===== src/rtl/operand_issue_stage.sv =====
// ID->EX issue stage: resolves ALU operands with EX/MEM bypass, stalls on load-use, registers ALU inputs.
// Latency 1 cycle; a held entry blocks intake until out_ready, load-use inserts a bubble, flush squashes.
module operand_issue_stage #(
    parameter int XLEN        = 32,
    parameter int REG_AW      = 5,
    parameter int STALL_CNT_W = 16
) (
    input  logic                   clk,
    input  logic                   rst,
    input  logic                   in_valid,
    output logic                   in_ready,
    input  logic [6:0]             in_opcode,
    input  logic [2:0]             in_func3,
    input  logic [6:0]             in_func7,
    input  logic [REG_AW-1:0]      in_rs1,
    input  logic [REG_AW-1:0]      in_rs2,
    input  logic [REG_AW-1:0]      in_rd,
    input  logic [XLEN-1:0]        in_imm,
    input  logic [XLEN-1:0]        in_pc,
    input  logic [XLEN-1:0]        rs1_data,
    input  logic [XLEN-1:0]        rs2_data,
    input  logic                   ex_wr_en,
    input  logic [REG_AW-1:0]      ex_rd,
    input  logic [XLEN-1:0]        ex_data,
    input  logic                   ex_is_load,
    input  logic                   mem_wr_en,
    input  logic [REG_AW-1:0]      mem_rd,
    input  logic [XLEN-1:0]        mem_data,
    input  logic                   flush,
    output logic                   out_valid,
    input  logic                   out_ready,
    output logic [6:0]             out_opcode,
    output logic [2:0]             out_func3,
    output logic [6:0]             out_func7,
    output logic [XLEN-1:0]        out_operand1,
    output logic [XLEN-1:0]        out_operand2,
    output logic [XLEN-1:0]        out_store_data,
    output logic [REG_AW-1:0]      out_rd,
    output logic [XLEN-1:0]        out_pc,
    output logic [STALL_CNT_W-1:0] stall_cnt
);

    localparam logic [6:0] OP_R  = 7'b0110011;
    localparam logic [6:0] OP_I  = 7'b0010011;
    localparam logic [6:0] OP_L  = 7'b0000011;
    localparam logic [6:0] OP_S  = 7'b0100011;
    localparam logic [6:0] OP_B  = 7'b1100011;
    localparam logic [6:0] LUI   = 7'b0110111;
    localparam logic [6:0] AUIPC = 7'b0010111;
    localparam logic [6:0] JAL   = 7'b1101111;
    localparam logic [6:0] JALR  = 7'b1100111;

    typedef struct packed {
        logic [6:0]        opcode;
        logic [2:0]        func3;
        logic [6:0]        func7;
        logic [XLEN-1:0]   operand1;
        logic [XLEN-1:0]   operand2;
        logic [XLEN-1:0]   store_data;
        logic [REG_AW-1:0] rd;
        logic [XLEN-1:0]   pc;
    } issue_t;

    issue_t                 issue_q, issue_d;
    logic                   out_valid_q;
    logic [STALL_CNT_W-1:0] stall_cnt_q;

    logic [XLEN-1:0] rs1_val, rs2_val;
    logic            uses_rs1, uses_rs2;
    logic            load_use;
    logic            capture;
    logic            bubble;

    // x0 reads as zero and is never a bypass source; the younger EX result wins over MEM.
    function automatic logic [XLEN-1:0] resolve(
        input logic [REG_AW-1:0] idx,
        input logic [XLEN-1:0]   rf_data,
        input logic              ex_en,
        input logic [REG_AW-1:0] ex_idx,
        input logic [XLEN-1:0]   ex_val,
        input logic              mem_en,
        input logic [REG_AW-1:0] mem_idx,
        input logic [XLEN-1:0]   mem_val
    );
        logic [XLEN-1:0] r;
        if (idx == '0)
            r = '0;
        else if (ex_en && ex_idx == idx)
            r = ex_val;
        else if (mem_en && mem_idx == idx)
            r = mem_val;
        else
            r = rf_data;
        return r;
    endfunction

    always_comb begin
        rs1_val = resolve(in_rs1, rs1_data, ex_wr_en, ex_rd, ex_data, mem_wr_en, mem_rd, mem_data);
        rs2_val = resolve(in_rs2, rs2_data, ex_wr_en, ex_rd, ex_data, mem_wr_en, mem_rd, mem_data);
    end

    always_comb begin
        uses_rs1 = 1'b0;
        uses_rs2 = 1'b0;
        case (in_opcode)
            OP_R, OP_B:       begin uses_rs1 = 1'b1; uses_rs2 = 1'b1; end
            OP_S:             begin uses_rs1 = 1'b1; uses_rs2 = 1'b1; end
            OP_I, OP_L, JALR: uses_rs1 = 1'b1;
            default:          ;
        endcase
    end

    // A load still in EX has no data yet, so a dependent instruction must wait a cycle.
    always_comb begin
        load_use = in_valid && ex_is_load && ex_wr_en && (ex_rd != '0) &&
                   ((uses_rs1 && ex_rd == in_rs1) || (uses_rs2 && ex_rd == in_rs2));
    end

    always_comb begin
        issue_d            = '0;
        issue_d.opcode     = in_opcode;
        issue_d.func3      = in_func3;
        issue_d.func7      = in_func7;
        issue_d.store_data = rs2_val;
        issue_d.rd         = in_rd;
        issue_d.pc         = in_pc;
        case (in_opcode)
            OP_R, OP_B: begin
                issue_d.operand1 = rs1_val;
                issue_d.operand2 = rs2_val;
            end
            OP_I, OP_L, OP_S: begin
                issue_d.operand1 = rs1_val;
                issue_d.operand2 = in_imm;
            end
            AUIPC, JAL, JALR: begin
                issue_d.operand1 = in_pc;
                issue_d.operand2 = in_imm;
            end
            LUI: begin
                issue_d.operand1 = '0;
                issue_d.operand2 = in_imm;
            end
            default: begin
                issue_d.operand1 = '0;
                issue_d.operand2 = '0;
            end
        endcase
    end

    assign in_ready = !rst && !flush && !load_use && (!out_valid_q || out_ready);
    assign capture  = in_valid && in_ready;
    assign bubble   = !flush && load_use && (out_ready || !out_valid_q);

    always_ff @(posedge clk) begin
        if (rst) begin
            issue_q     <= '0;
            out_valid_q <= 1'b0;
            stall_cnt_q <= '0;
        end else begin
            if (flush) begin
                out_valid_q <= 1'b0;
            end else if (capture) begin
                issue_q     <= issue_d;
                out_valid_q <= 1'b1;
            end else if (out_ready) begin
                out_valid_q <= 1'b0;
            end
            if (bubble && stall_cnt_q != '1)
                stall_cnt_q <= stall_cnt_q + 1'b1;
        end
    end

    assign out_valid      = out_valid_q;
    assign out_opcode     = issue_q.opcode;
    assign out_func3      = issue_q.func3;
    assign out_func7      = issue_q.func7;
    assign out_operand1   = issue_q.operand1;
    assign out_operand2   = issue_q.operand2;
    assign out_store_data = issue_q.store_data;
    assign out_rd         = issue_q.rd;
    assign out_pc         = issue_q.pc;
    assign stall_cnt      = stall_cnt_q;

endmodule

===== config.mk =====
export PLATFORM = sky130hd
export DESIGN_NAME = operand_issue_stage
export DESIGN_NICKNAME = d
export VERILOG_FILES = /design/src/rtl/operand_issue_stage.sv
export SDC_FILE = /design/constraint.sdc
export NUM_CORES = 1
export LEC_CHECK = 0
export ABC_CLOCK_PERIOD_IN_PS = 4200
export CAP_MARGIN = 10
export CORE_MARGIN = 8
export CORE_UTILIZATION = 42
export CTS_BUF_LIST = sky130_fd_sc_hd__clkbuf_16
export CTS_CLUSTER_DIAMETER = 30
export DETAILED_ROUTE_END_ITERATION = 10
export PLACE_DENSITY = 0.92
export REMOVE_ABC_BUFFERS = 1
export SLEW_MARGIN = 20
export SYNTH_ARGS = -nofsm -noshare
export SYNTH_HDL_FRONTEND = slang
export SYNTH_SLANG_ARGS = --single-unit
export TNS_END_PERCENT = 5

===== constraint.sdc =====
create_clock -name clk -period 4.2 [get_ports clk]
set_input_delay 1.26 -clock clk [delete_from_list [all_inputs] [get_ports clk]]
set_output_delay 1.26 -clock clk [all_outputs]
set_load 0.05 [all_outputs]

# After elaboration in Yosys (flattened, before gate mapping)
# Index checks and enable logic that the tools add are counted.
# word_totals
elab_cells	71
out_inout_bits	168
register_bits	167
inputBits	242
# op_classes
n_bitwise	1
n_eq_ne	14
reduce_logical	34
mux	11
addsub	1
# ops
operator	count
$pmux W64 S4	1
$mux W32	6
$eq A7 B6 Y1 const B	3
$eq A7 B7 Y1 const B	3
$eq A5 B5 Y1	4
$logic_and A1 B1 Y1	17
$add A16 B1 Y16 const B	1
$ne A16 B16 Y1 const B	1
$eq A7 B5 Y1 const B	2
$logic_not A5 Y1	2
$reduce_or A3 Y1	3
$eq A7 B2 Y1 const B	1
$reduce_or A6 Y1	1
$reduce_bool A5 Y1	1
$logic_not A1 Y1	4
$mux W1	4
$reduce_or A2 Y1	2
$logic_or A1 B1 Y1	2
$reduce_and A2 Y1	1
$reduce_bool A2 Y1	1
$not A1 Y1	1

# Longest topological paths before layout
# Gate-level depths: netlist of run 1.
# logic_depth
ltp_word	11
mapped_depth	11
ltp_nobuf	6

# Worst setup path after synthesis of run 1
# Ideal clock, no wire load.
# synth_path
kind	in2out
from	in ex_rd[1]
to	out in_ready
t_required_ns	2.940
arrival_ns	3.708
path_buffers	2
setup_slack_ns	-0.768
stages	6
path_cell_list	or4_1 o2111ai_1 o21bai_2 buf_4 buf_2 nor3b_1
# synth_between
elab_chain_len	7
elab_cells_between_ends	11
cone_classes	eq/ne: 2; reduce/logical: 9
# synth_rtl
item	line	text
from (decl)	23	input logic [REG_AW-1:0] ex_rd,
$eq A5 B5 Y1	116	((uses_rs1 && ex_rd == in_rs1) || (uses_rs2 && ex_rd == in_rs2));
$logic_and A1 B1 Y1	116	
$logic_or A1 B1 Y1	116	
$logic_and A1 B1 Y1 *	115	load_use = in_valid && ex_is_load && ex_wr_en && (ex_rd != '0) &&
$logic_not A1 Y1 *	151	assign in_ready = !rst && !flush && !load_use && (!out_valid_q || out_ready);
$logic_and A1 B1 Y1 * (2 in series)	151	
to (decl)	11	output logic in_ready,
# Mark *: on every way between the ends. The rest lies on a longest branch, timed or not.

# Worst setup path after layout of run 1
# layout_path
from	in ex_rd[2]
to	out in_ready
# The elaborated chain is that of the path after synthesis.

==> impl_metrics.csv, run 1 <==
group,metric,value,unit
drt,detail-route-antenna-nets,0,
sta,relSlewSlack,0.3581,
place,port_buffers,409,
sta,fmax,0.2419,GHz
clock_network,clk_pin_slew,70,ps
sta,period_needed,4135,ps
critical_path,startpoint_type,"primary input",
yosys,synth.distinct_cells,54,
yosys,ys.flop_type,"dfxtp_1",
die,die_x,159.3,um
yosys,synth.avg_cell_area,8.116,um2
layout,fin_area,13820,um2
place,dp_slack,-179.2,ps
yosys,ys_warn_count,0,
critical_path,worstPathArrival,2870,ps
clock_network,cts_tree,"yes",
yosys,synth_seq_cells,167,
sta,rsz0062_at_grt,"false",
global_route,grt_pass1_vias,10870,
drt,drc,0,
pwr,p_leak,4.837,nW
place,gp_congestion,0.8907,
yosys,yosysTopAreaCellShare,0.3875,
global_route,overflow,0,
layout,final_net_count,1686,
sta,skew,12.50,ps
clock_network,ctsHoldBuffers,0,
clock_network,clock_path_buffers,2,
sta,setup_tns,0,ps
layout,final_util,0.6850,
die,initial_core_util,0.4277,
sta,slew_viol_final,0,
worst_hold_path,hp-class,"reg2reg",
drt,drt_iter0_markers,1025,
clock_network,cts-root-buf,"clkbuf_16",
critical_path,critPathMaxFanout,3,
pwr,vdd_ir_drop_max,0.2450,mV
drt,routed_wl,42.60,mm
clock_network,h-tree-depth,4,
die,rows,52,
layout,area_growth,60.15,%
drt,num_vias,10760,
place,post-dp-hpwl,30.06,mm
die,die_area,25380,um2
drt,wl_per_cell,24.68,um
critical_path,end_kind,"primary output",
layout,drive_gt1_frac,0.08316,
critical_path,criticalPathCategory,"in2out",
clock_network,cts_inserted_buffers,17,
place,place_inst,1688,
yosys,synth_area_leader_cell,"dfxtp_1",
yosys,ys_seq_area_frac,0.3875,
die,coreArea,20170,um2
sta,layout_setup_ws,65.42,ps
die,die_h,159.3,um
yosys,synth_area,8627,um2
yosys,ys_top_cells_by_area,"dfxtp_1 (39%), nand3_1 (5.2%), o21ai_0 (5.2%)",
sta,holdWs,465.4,ps
global_route,grt_pass1_wl,64.24,mm
yosys,synth_edf_count,0,
sta,setup_viol,0,
run,cap_violations,0,
critical_path,worstPathRequired,2940,ps
global_route,antenna_found_initial,1,
global_route,grt_max_degree,66,
drt,vias_per_cell,6.233,
place,placed_cell_area,13180,um2
sta,tightest_slew,960.5,ps
pwr,power_density,304.5,nW/um2
layout,layout.cells.non_filler,1726,
sta,finalHoldViolCount,0,
clock_network,cts.sinks,167,
sta,period_share,0.9844,
clock_network,clkLatencyLatePin,430,ps
yosys,synthCells,1063,
global_route,globalRouteTotalUtil,0.3198,
drt,drtPass1Iterations,6,
yosys,async_flop_share,0,
pwr,power,4.206,mW
run_status,outcome,"finished clean",
die,pin_count,410,
## flip-flops by register name (all words and copies together) (netlist names)
name	cells
out_store_data	32
out_operand1	32
out_valid	1
out_pc	32
out_opcode	7
out_rd	5
out_operand2	32
out_func7	7
out_func3	3
stall_cnt	16
## critical path: stages
cell and delay [ps]:
dlygate4sd2_1 270, or4_4 520, o2111ai_2 230, o21bai_4 160, nor3b_2 160, buf_4 140, buf_12 120
## placed cells by master, fill, tap and decap left out, types with 33 or more instances in the layout
cell / Yosys / final
nand3_1: 90 / 88
buf_4: 1 / 55
nor2_1: 72 / 70
o21ai_0: 90 / 89
a21oi_1: 40 / 40
dfxtp_1: 167 / 167
nand2_1: 109 / 109
nand2b_1: 57 / 57
a211oi_1: 33 / 33
clkdlybuf4s50_1: 0 / 393
## routing by layer
| layer | wire (um) | part of all wire | track usage |
|---|---|---|---|
| met5 | 0 | 0 | 0 |
| met4 | 2175 | 0.051 | 0.1857 |
| met1 | 15170 | 0.36 | 0.3563 |
| met3 | 5208 | 0.12 | 0.1109 |
| met2 | 20050 | 0.47 | 0.5237 |
## where the power goes
group	internal, mW	switching [mW]
Sequential	1.64	0.0357
Combinational	0.444	0.543
Clock	0.787	0.751
Total	2.88	1.33
## cell usage after synthesis (19+ instances only)
library cell / n
a22o_1: 32
a2bb2oi_1: 32
nand2_1: 109
a21oi_1: 40
xnor2_1: 19
a211oi_1: 33
nor2_1: 72
a311o_1: 32
nand2b_1: 57
buf_2: 28
nand3_1: 90
o2bb2ai_1: 32
o21ai_0: 90
clkbuf_1: 72
dfxtp_1: 167
a31oi_1: 32
a311oi_1: 33
## area by class of cell
type                       instances  area, um2
clock inverter                    14      131.4
multi-input combinational        782       4917
timing repair buffer             469       4636
antenna                            1      2.502
tap                              270      337.8
fill                            1597       6354
clock buffer                      17      425.4
inverter                           6      22.52
sequential                       167       3343
## kinds of logic after synthesis
group / count (synthesis) / synth area share
buf+inv: 114 / 0.05497
fa+ha+maj: 1 / 0.001450
simple gates: 375 / 0.2090
xor+xnor: 26 / 0.02640
compound gates: 377 / 0.3169
mux: 3 / 0.003771
flops: 167 / 0.3875
## repair_timing
| action | CTS | global route |
|---|---|---|
| resized for setup | 12 | 8 |
| setup buffers | 5 | 1 |
| setup endpoints to repair | 1 | 1 |
| pin swaps | 7 | 4 |
## path summary, 6_finish.rpt
kind                                      from  slack (ps)  depth (start not counted)                            to
setup reg to reg     stall_cnt[0]$_SDFFE_PP0P_        1740                          6    stall_cnt[15]$_SDFFE_PP0P_
setup / recovery                      ex_rd[2]          70                          7                      in_ready
hold / removal    out_operand1[3]$_SDFFE_PP0P_         470                          1  out_operand1[3]$_SDFFE_PP0P_
hold reg to reg   out_operand1[3]$_SDFFE_PP0P_         470                          1  out_operand1[3]$_SDFFE_PP0P_
Power figures use the tool's default switching activity.
==> run 2, diff against run 1 <==
--- a/config.mk
+++ b/config.mk
@@ -10,7 +10,6 @@
 export CORE_MARGIN = 8
 export CORE_UTILIZATION = 42
 export CTS_BUF_LIST = sky130_fd_sc_hd__clkbuf_16
-export CTS_CLUSTER_DIAMETER = 30
 export DETAILED_ROUTE_END_ITERATION = 10
 export PLACE_DENSITY = 0.92
 export REMOVE_ABC_BUFFERS = 1
==> results of run 2 <==
The final DEF is identical to that of run 1; final timing and power are the same.
